**src/rtl/mem_access_unit.sv**
```systemverilog
// Memory access stage: MAR/MDR registers plus an IDLE/ACCESS/DONE sequencer that
// drives one read or write per request against a fixed-latency synchronous memory.
module mem_access_unit #(
  parameter int width       = 16,
  parameter int WAIT_CYCLES = 2
) (
  input  logic             Clk,
  input  logic             Reset,
  input  logic [width-1:0] bus_in,
  input  logic             LD_MAR,
  input  logic             LD_MDR,
  input  logic             req,
  input  logic             we,
  input  logic [width-1:0] mem_rdata,
  output logic [width-1:0] mar,
  output logic [width-1:0] mdr,
  output logic [width-1:0] mem_addr,
  output logic [width-1:0] mem_wdata,
  output logic             mem_oe,
  output logic             mem_we,
  output logic             busy,
  output logic             done
);

  typedef enum logic [1:0] {IDLE, ACCESS, DONE} state_t;

  localparam logic [3:0] CNT_INIT = 4'(WAIT_CYCLES - 1);

  state_t           state_q, state_d;
  logic [3:0]       cnt_q, cnt_d;
  logic             op_write_q, op_write_d;
  logic [width-1:0] mar_q, mar_d;
  logic [width-1:0] mdr_q, mdr_d;

  always_ff @(posedge Clk) begin
    if (Reset) begin
      state_q    <= IDLE;
      cnt_q      <= '0;
      op_write_q <= 1'b0;
      mar_q      <= '0;
      mdr_q      <= '0;
    end else begin
      state_q    <= state_d;
      cnt_q      <= cnt_d;
      op_write_q <= op_write_d;
      mar_q      <= mar_d;
      mdr_q      <= mdr_d;
    end
  end

  always_comb begin
    state_d    = state_q;
    cnt_d      = cnt_q;
    op_write_d = op_write_q;
    mar_d      = mar_q;
    mdr_d      = mdr_q;
    case (state_q)
      IDLE, DONE: begin
        // Loads land on the accepting edge, so a same-cycle request sees the new MAR/MDR.
        if (LD_MAR) mar_d = bus_in;
        if (LD_MDR) mdr_d = bus_in;
        if (req) begin
          state_d    = ACCESS;
          op_write_d = we;
          cnt_d      = CNT_INIT;
        end else begin
          state_d = IDLE;
        end
      end
      ACCESS: begin
        if (cnt_q == 4'd0) begin
          state_d = DONE;
          if (!op_write_q) mdr_d = mem_rdata;
        end else begin
          cnt_d = cnt_q - 4'd1;
        end
      end
      default: state_d = IDLE;
    endcase
  end

  assign mar       = mar_q;
  assign mdr       = mdr_q;
  assign mem_addr  = mar_q;
  assign mem_wdata = mdr_q;
  assign busy      = (state_q == ACCESS);
  assign mem_oe    = busy && !op_write_q;
  assign mem_we    = busy && op_write_q;
  assign done      = (state_q == DONE);

endmodule

```
**config.mk**
```make
export PLATFORM = sky130hd
export DESIGN_NAME = mem_access_unit
export DESIGN_NICKNAME = d
export VERILOG_FILES = /design/src/rtl/mem_access_unit.sv
export SDC_FILE = /design/constraint.sdc
export NUM_CORES = 1
export LEC_CHECK = 0
export BUFFER_PORTS_ARGS = -buffer_cell sky130_fd_sc_hd__buf_2
export CAP_MARGIN = 10
export CORE_UTILIZATION = 30
export DETAILED_ROUTE_END_ITERATION = 8
export PLACE_DENSITY = 0.65
export SLEW_MARGIN = 20
export SYNTH_ARGS = -nofsm -noshare
export SYNTH_HDL_FRONTEND = slang
export SYNTH_SLANG_ARGS = --single-unit
```
**constraint.sdc**
```tcl
create_clock -name Clk -period 1.9 [get_ports Clk]
set_input_delay 0.285 -clock Clk [delete_from_list [all_inputs] [get_ports Clk]]
set_output_delay 0.285 -clock Clk [all_outputs]
set_load 0.01 [all_outputs]
```
# Yosys cells after proc, flatten, opt, wreduce, memory -nomap -nowiden
# Cells that the tools add are included.
[totals]
wordCells = 34
output_inout_bits = 68
reg_bits = 39
[classes]
mux = 10
reduce_logical = 11
eq_ne = 7
addsub = 1
[ops]
columns = ["op", "n"]
rows = [
  ["$mux W16", 3],
  ["$pmux W16 S2", 1],
  ["$mux W4", 2],
  ["$ne A2 B2 Y1 const B", 4],
  ["$pmux W4 S2", 1],
  ["$logic_not A4 Y1", 1],
  ["$pmux W2 S2", 1],
  ["$reduce_and A2 Y1", 2],
  ["$reduce_and A4 Y1", 1],
  ["$sub A4 B1 Y4 const B", 1],
  ["$reduce_and A3 Y1", 1],
  ["$eq A2 B1 Y1 const B", 1],
  ["$eq A2 B2 Y1 const B", 1],
  ["$logic_and A1 B1 Y1", 2],
  ["$logic_not A2 Y1", 1],
  ["$mux W2", 1],
  ["$ne A2 B1 Y1 const B", 1],
  ["$reduce_bool A2 Y1", 1],
  ["$reduce_or A2 Y1", 1],
  ["$logic_not A1 Y1", 1],
  ["$mux W1", 1],
]

# Longest topological paths before layout
# Gate-level depths: netlist (run 1).
[depth]
ltp_word = 4
mapped_depth = 7

# Least setup slack after synthesis (run 1)
# OpenSTA, ideal clock, no wires.
[synth_timing]
kind = "register to register"
from = "register cnt_q[0]"
to = "register cnt_q[0]"
n_path_buf = 2
slack_ns = 0.357
arrival_ns = 1.429
t_required_ns = 1.785
stages_incl_launch_ff = 8
period_less_slack_ns = 1.543
setup_ns = 0.115
cell_sequence = "dfxtp_1 > inv_1 > ha_1 > nor3b_1 > buf_2 > buf_4 > o21ai_0 > o21a_1"
[synth_via]
elab_chain_cells = 3
[synth_lines]
columns = ["element", "line_no", "source"]
rows = [
  ["start: declaration", "30", "logic [3:0] cnt_q, cnt_d;"],
  ["start signal: assignment", "44", "cnt_q <= cnt_d;"],
  ["$sub A4 B1 Y4 or $logic_not A4 Y1 (tied branches)", "75, 71", ""],
  ["$mux W4 or $ne A2 B2 Y1 (tied branches)", "n/a", ""],
  ["$pmux W4 S2 or $reduce_and A3 Y1 (tied branches)", "n/a", ""],
]
# Parallel ways exist; a longest one is shown, timed or not. The select of a mux whose other input is x is not followed.
# A chain may end at the register's enable or synchronous reset.

# Final worst setup path (run 1)
[layout_timing]
from = "register state_q[0]"
to = "output port busy"
[layout_via]
elab_chain_cells = 1
[layout_lines]
columns = ["element", "line_no", "source"]
rows = [
  ["start: declaration", "29", "state_t state_q, state_d;"],
  ["start signal: assignment", "43", "state_q <= state_d;"],
  ["$eq A2 B1 Y1", "86", "assign busy = (state_q == ACCESS);"],
  ["end: declaration", "21", "output logic busy,"],
]
# Every way passes these cells.

==> results.cfg, run 1 <==
[status]
status = completed

[drt]
wl_per_cell_um = 13.50
postRouteWirelength_mm = 4.942
tritonroute_pass_1_iters = 4
detail_route.vias_per_cell = 4.792
detail_route.iter0.violations = 47
antenna_left = 0
route.vias.total = 1754
detail_route.drc_violations = 0

[worst_setup_path]
rr_worst_depth = 6
timing.critical_path.cells = nand2b_1 -> inv_4 -> buf_4 -> buf_2
timing.critical_path.slowest_stage_cell = dfxtp_1
path_class = register to output pin
crit_arrival_ps = 1480
timing.critical_path.to_type = output pin
timing.critical_path.buf_inv = 3
timing.critical_path.fanout_max = 9
reg2reg_slack_ps = 240
critPathMaxStageDelay_ps = 430
critPathTopFamily = buffers and inverters
cp_num_cells = 4
worstPathRequired_ps = 1620
setup.worst_path.start_class = register

[finish]
antenna_cells = 0
area_growth_syn_to_layout_pct = 24.18
mostFrequentLayoutCell = buf_2
fraction_of_layout_instances_using_a_drive_strength_above_1_pct = 43.30
multiInputGateArea_um2 = 824.5
register_area_um2 = 780.7
fin_nets = 330
most-common-layout-cells = buf_2, dfxtp_1, a211oi_1, nand2_1, a21oi_1
filler_cell_count = 640

[synthesis]
synth_top_area_cell = dfxtp_1
synth.net_count = 257
synth_sequential_area_ratio_pct = 40.23
synth.area.top_cells = dfxtp_1, a211oi_1, buf_4
synthCells = 218
synth.distinct_cells = 27
ys_seq_elements = 39
synthesis.yosys.warnings = 0
synthesis.area_um2 = 1941
netlist.area_leader.share_pct = 40.23
synth_area_per_cell_um2 = 8.902

[flow_run]
drv.max_cap_violation_count = 0

[global_route]
grt_overflow_total = 0
initial_antenna_violation_count = 0
grt_pass1_vias = 1569
global_route_wire_length_before_repair_mm = 7.355
grt_max_degree = 22
groute.usage.overall_pct = 14.71

[hold_path]
holdPathStages = 3
worst_hold_path_type = primary input to register

[pwr]
static-leakage-power_nw = 1.160
worst_ir_drop_vdd_v = 0.0005328
power_density_nw_per_um2 = 842.8

[clock_tree]
path_clk_slew_ps = 80
clkLatencyLatePin_ps = 290
cts_buffers = 5
cts_tree = done
cts.sink_count = 39
cts.path.max_buffers = 2
htree_levels = 2
cts.root.buffer_cell = clkbuf_8
cts.hold.buffers_added = 0

[floorplanning]
initial_util_pct = 31.83
core_um2 = 6096
die_y_um = 82.43
dieArea_um2 = 6795
chipWidth_um = 82.43
io_pins = 106
placementRows = 28

[timing]
setup_repair_after_global_routing_missed_its_margin = false
final-hold-violation-count = 0
timing.final.max_slew_violations = 0
post-route-period-util_pct = 92.89
worst_hold_slack_ps = 238.2
finalSetupViolations = 0
max_freq_mhz = 566.6
fin_crit_ps = 1765
tightest_slew_ps = 693.8
tns_ps = 0
maxSlewHeadroom_pct = 53.54
skew_ps = 4.858

[placement]
gp_routability_congestion = 0.6959
detailed_placement_wirelength_estimate_mm = 3.678
port_buffers = 105
-- routing by layer --
metal / global-route usage, % / vias to the layer above / share of wire (%)
li1: - / 875 / -
met1: 18.30 / 808 / 46
met2: 25.29 / 66 / 48
met3: 3.626 / 5 / 5.2
met4: 3.684 / 0 / 0.77
met5: 0 / - / 0
-- synthesized netlist by cell type (all sizes together) --
| cell | instances |
|---|---|
| nor2b | 2 |
| o21ai | 3 |
| and2b | 3 |
| a31oi | 1 |
| or3 | 2 |
| and2 | 1 |
| nand2b | 3 |
| dfxtp | 39 |
| o21a | 1 |
| ha | 1 |
| o211ai | 1 |
| inv | 3 |
| a21oi | 18 |
| nor3b | 2 |
| nor3 | 1 |
| buf | 39 |
| a211oi | 34 |
| or3b | 1 |
| mux2i | 16 |
| clkbuf | 9 |
| or4 | 2 |
| a21o | 1 |
| nand2 | 34 |
| clkinv | 1 |
-- cell families after synthesis --
| family | share of synthesized area, % |
|---|---|
| muxes | 8.253 |
| AOI/OAI and AO/OA | 20.05 |
| and+or+nand+nor | 12.83 |
| DFF | 40.23 |
| adders and majority gates | 0.6446 |
| buffers and inverters | 17.99 |
-- stage by stage --
stage | total power, mW | area [µm²] | util (%) | worst slack (ps) | std cells
after global placement | 1.477 | 2315 | 37.97 | 293.2 | 359
after floorplan | 1.336 | 1941 | - | 356.8 | 218
final | 2.031 | 2410 | 39.53 | 135.1 | 366
after global routing | 2.166 | 2410 | 39.53 | 18.86 | 366
after CTS | 2.054 | 2402 | 39.41 | 29.96 | 366
after detailed placement | 1.485 | 2315 | 37.97 | 179.0 | 359
-- path summary, 6_finish.rpt --
kind                                         startpoint              endpoint
worst max-delay path            state_q[0]$_SDFFE_PP0P_                  busy
worst min-delay path                          bus_in[7]   mar[7]$_SDFFE_PP0P_
worst max register to register    cnt_q[0]$_SDFFE_PP0P_  mdr[12]$_SDFFE_PP0P_
worst min register to register      mar[2]$_SDFFE_PP0P_   mar[2]$_SDFFE_PP0P_
-- power by group --
group          internal (mW)  switching (mW)
logic                  0.233           0.288
registers              0.888          0.0545
clock network          0.285           0.283
total                   1.41           0.625
-- area by class of cell --
class | instances | share of cell area [%]
clock buffer | 6 | 3.427
clock inverter | 1 | 0.2077
inverter | 4 | 0.7269
multi-input combinational | 127 | 34.22
sequential | 39 | 32.40
tap | 75 | 3.894
timing repair buffer | 114 | 25.13
-- sequential cells by signal, summed over array words and instances (netlist names) --
| register | count |
|---|---|
| mdr | 16 |
| state_q | 2 |
| mar | 16 |
| cnt_q | 4 |
| op_write_q | 1 |
-- worst min-delay path, cell delays in order --
cell     delay (ps)
buf_2           100
nand2_1          50
a21oi_1          50
-- repair_timing --
item,4_1_cts,5_1_grt
hold endpoints to repair,0,0
endpoints found under the setup margin,0,6
resized for setup,0,2
buffers inserted,0,0
Power figures use the tool's default switching activity.
==> run 2: changes to the inputs <==
--- a/config.mk
+++ b/config.mk
@@ -5,11 +5,14 @@
 export SDC_FILE = /design/constraint.sdc
 export NUM_CORES = 1
 export LEC_CHECK = 0
+export ABC_AREA = 1
 export BUFFER_PORTS_ARGS = -buffer_cell sky130_fd_sc_hd__buf_2
 export CAP_MARGIN = 10
-export CORE_UTILIZATION = 30
+export CELL_PAD_IN_SITES_DETAIL_PLACEMENT = 0
+export CELL_PAD_IN_SITES_GLOBAL_PLACEMENT = 1
+export CORE_UTILIZATION = 29
 export DETAILED_ROUTE_END_ITERATION = 8
-export PLACE_DENSITY = 0.65
+export PLACE_DENSITY = 0.86
 export SLEW_MARGIN = 20
 export SYNTH_ARGS = -nofsm -noshare
 export SYNTH_HDL_FRONTEND = slang
==> results.cfg, run 2 <==
[floorplanning]
io_pins = 106
placementRows = 29
chipWidth_um = 84.64
core_um2 = 6459
initial_util_pct = 30.67
dieArea_um2 = 7164
die_y_um = 84.64

[finish]
fin_nets = 411
mostFrequentLayoutCell = buf_2
area_growth_syn_to_layout_pct = 20.53
most-common-layout-cells = buf_2, nand2_1, nor2_1
fraction_of_layout_instances_using_a_drive_strength_above_1_pct = 32.08
antenna_cells = 0

[synthesis]
synth.distinct_cells = 18
synth.area.top_cells = dfxtp_1, nand2_1, nor2_1
synth.cells.most_frequent = nand2_1, nor2_1, dfxtp_1
synth_sequential_area_ratio_pct = 39.42
netlist.area_leader.share_pct = 39.42
synth.net_count = 340
synth_most_common_cell = nand2_1
synthFlopType = dfxtp_1
synthCells = 301
synth_enable_flop_cells = 0
synthesis.area_um2 = 1981
synth-async-reset-ratio_pct = 0
synth_area_per_cell_um2 = 6.580
synthesis.yosys.warnings = 0
ys_seq_elements = 39
synth_top_area_cell = dfxtp_1

[clock_tree]
cts.sink_count = 39
cts.hold.buffers_added = 0
cts.root.buffer_cell = clkbuf_8
cts_buffers = 5
post-cts-setup-buffers = 0
clkLatencyLatePin_ps = 280
htree_levels = 2
cts.path.max_buffers = 2
cts_resized = 0
cts_tree = done
path_clk_slew_ps = 70

[worst_setup_path]
timing.critical_path.slowest_stage_cell = dfxtp_1
cp_num_cells = 4
timing.critical_path.to_type = output pin
crit_arrival_ps = 1220
reg2reg_slack_ps = 480
worst_r2r_startpoint = cnt_q[0]$_SDFFE_PP0P_
worst_setup_path_endpoint = mem_we
worstPathRequired_ps = 1620
path_class = register to output pin
timing.critical_path.fanout_max = 18
rr_worst_depth = 8
timing.critical_path.cells = nand2_2 -> buf_4 -> nor2_1 -> buf_2
crit-reg2reg-capture = mdr[3]$_SDFFE_PP0P_
critPathTopFamily = flip-flops
worst_setup_path_startpoint = state_q[0]$_SDFFE_PP0P_
timing.critical_path.buf_inv = 2
critPathMaxStageDelay_ps = 370
setup.worst_path.start_class = register

[hold_path]
worst_hold_path_type = primary input to register
hold_start = Reset

[status]
status = completed

[drt]
tritonroute_pass_1_iters = 8
antenna_left = 0
postRouteWirelength_mm = 4.803
wl_per_cell_um = 10.72
detail_route.drc_violations = 0
route.vias.total = 1828
detail_route.iter0.violations = 80
detail_route.vias_per_cell = 4.080

[flow_run]
drv.max_cap_violation_count = 0

[global_route]
initial_antenna_violation_count = 0
global_route_wire_length_before_repair_mm = 7.590
grt_overflow_total = 0
groute.usage.overall_pct = 13.49
grt_pass1_vias = 1626
grt_max_degree = 33

[pwr]
power_density_nw_per_um2 = 874.6
worst_ir_drop_vdd_v = 0.0002395
static-leakage-power_nw = 1.393
power.total_mw = 2.088

[placement]
detailed_placement_wirelength_estimate_mm = 3.821
gp_routability_congestion = 0.8419
port_buffers = 105
pre_cts_setup_slack_ps = 496.9

[timing]
max_freq_mhz = 665.8
tightest_slew_ps = 507.0
worst_slack_ps = 398.1
tns_ps = 0
post-route-period-util_pct = 79.05
final-hold-violation-count = 0
fin_crit_ps = 1502
timing.final.max_slew_violations = 0
maxSlewHeadroom_pct = 66.16
setup_repair_after_global_routing_missed_its_margin = false
skew_ps = 9.328
finalSetupViolations = 0
==> run 2: layout make-up <==
cell class,count,area (µm²)
clock inverter,1,7.507
timing repair buffer,107,540.5
inverter,24,92.59
sequential,39,780.7
clock buffer,5,68.82
tap,77,96.34
fill,744,4071
multi-input combinational,195,800.8
==> run 2: how the worst min path moves through the flow <==
stage	end	depth (start not counted)
2_1_floorplan	state_q[1]$_SDFFE_PP0P_	1
3_3_place_gp	mar[4]$_SDFFE_PP0P_	2
3_5_place_dp	cnt_q[1]$_SDFFE_PP0P_	2
4_1_cts	state_q[1]$_SDFFE_PP0P_	2
5_1_grt	state_q[1]$_SDFFE_PP0P_	2
6_report	state_q[1]$_SDFFE_PP0P_	2
==> run 2: cells by family after synthesis <==
family                   share of synthesized area, %
AND/OR/NAND/NOR                                 33.54
buffers and inverters                           20.15
flip-flops                                      39.42
AO/OA/AOI/OAI                                   6.254
adder cells (fa/ha/maj)                        0.6316
==> run 2: per-stage QoR <==
step | utilization, % | hold WS, ps | instance area [µm²] | instances
2_1_floorplan | - | 364.3 | 1981 | 301
3_3_place_gp | 35.78 | 477.1 | 2311 | 442
3_5_place_dp | 35.78 | 486.4 | 2311 | 442
4_1_cts | 36.96 | 195.9 | 2387 | 448
5_1_grt | 36.96 | 209.3 | 2387 | 448
6_report | 36.96 | 211.8 | 2387 | 448
==> run 2: metal layers <==
layer / vias up / GRT usage, % / routed length (µm)
met5: - / 0 / 0
met4: 0 / 5.547 / 35
met3: 2 / 2.262 / 154
met2: 46 / 23.06 / 2340
met1: 771 / 16.84 / 2272
li1: 1009 / - / -
==> run 2: worst reg2reg max path, stage by stage (launching register included) <==
cell,delay [ps]
dfxtp_1,340
inv_1,60
ha_1,220
nand2_1,140
nand2_4,90
nand2_4,250
nand2_1,100
nand2_1,70
nor2_1,40
==> run 2: power by group <==
group	total (mW)	internal (mW)	switching (mW)
combinational	0.608	0.240	0.368
clock	0.507	0.243	0.264
sequential	0.973	0.909	0.0638
total	2.09	1.39	0.695
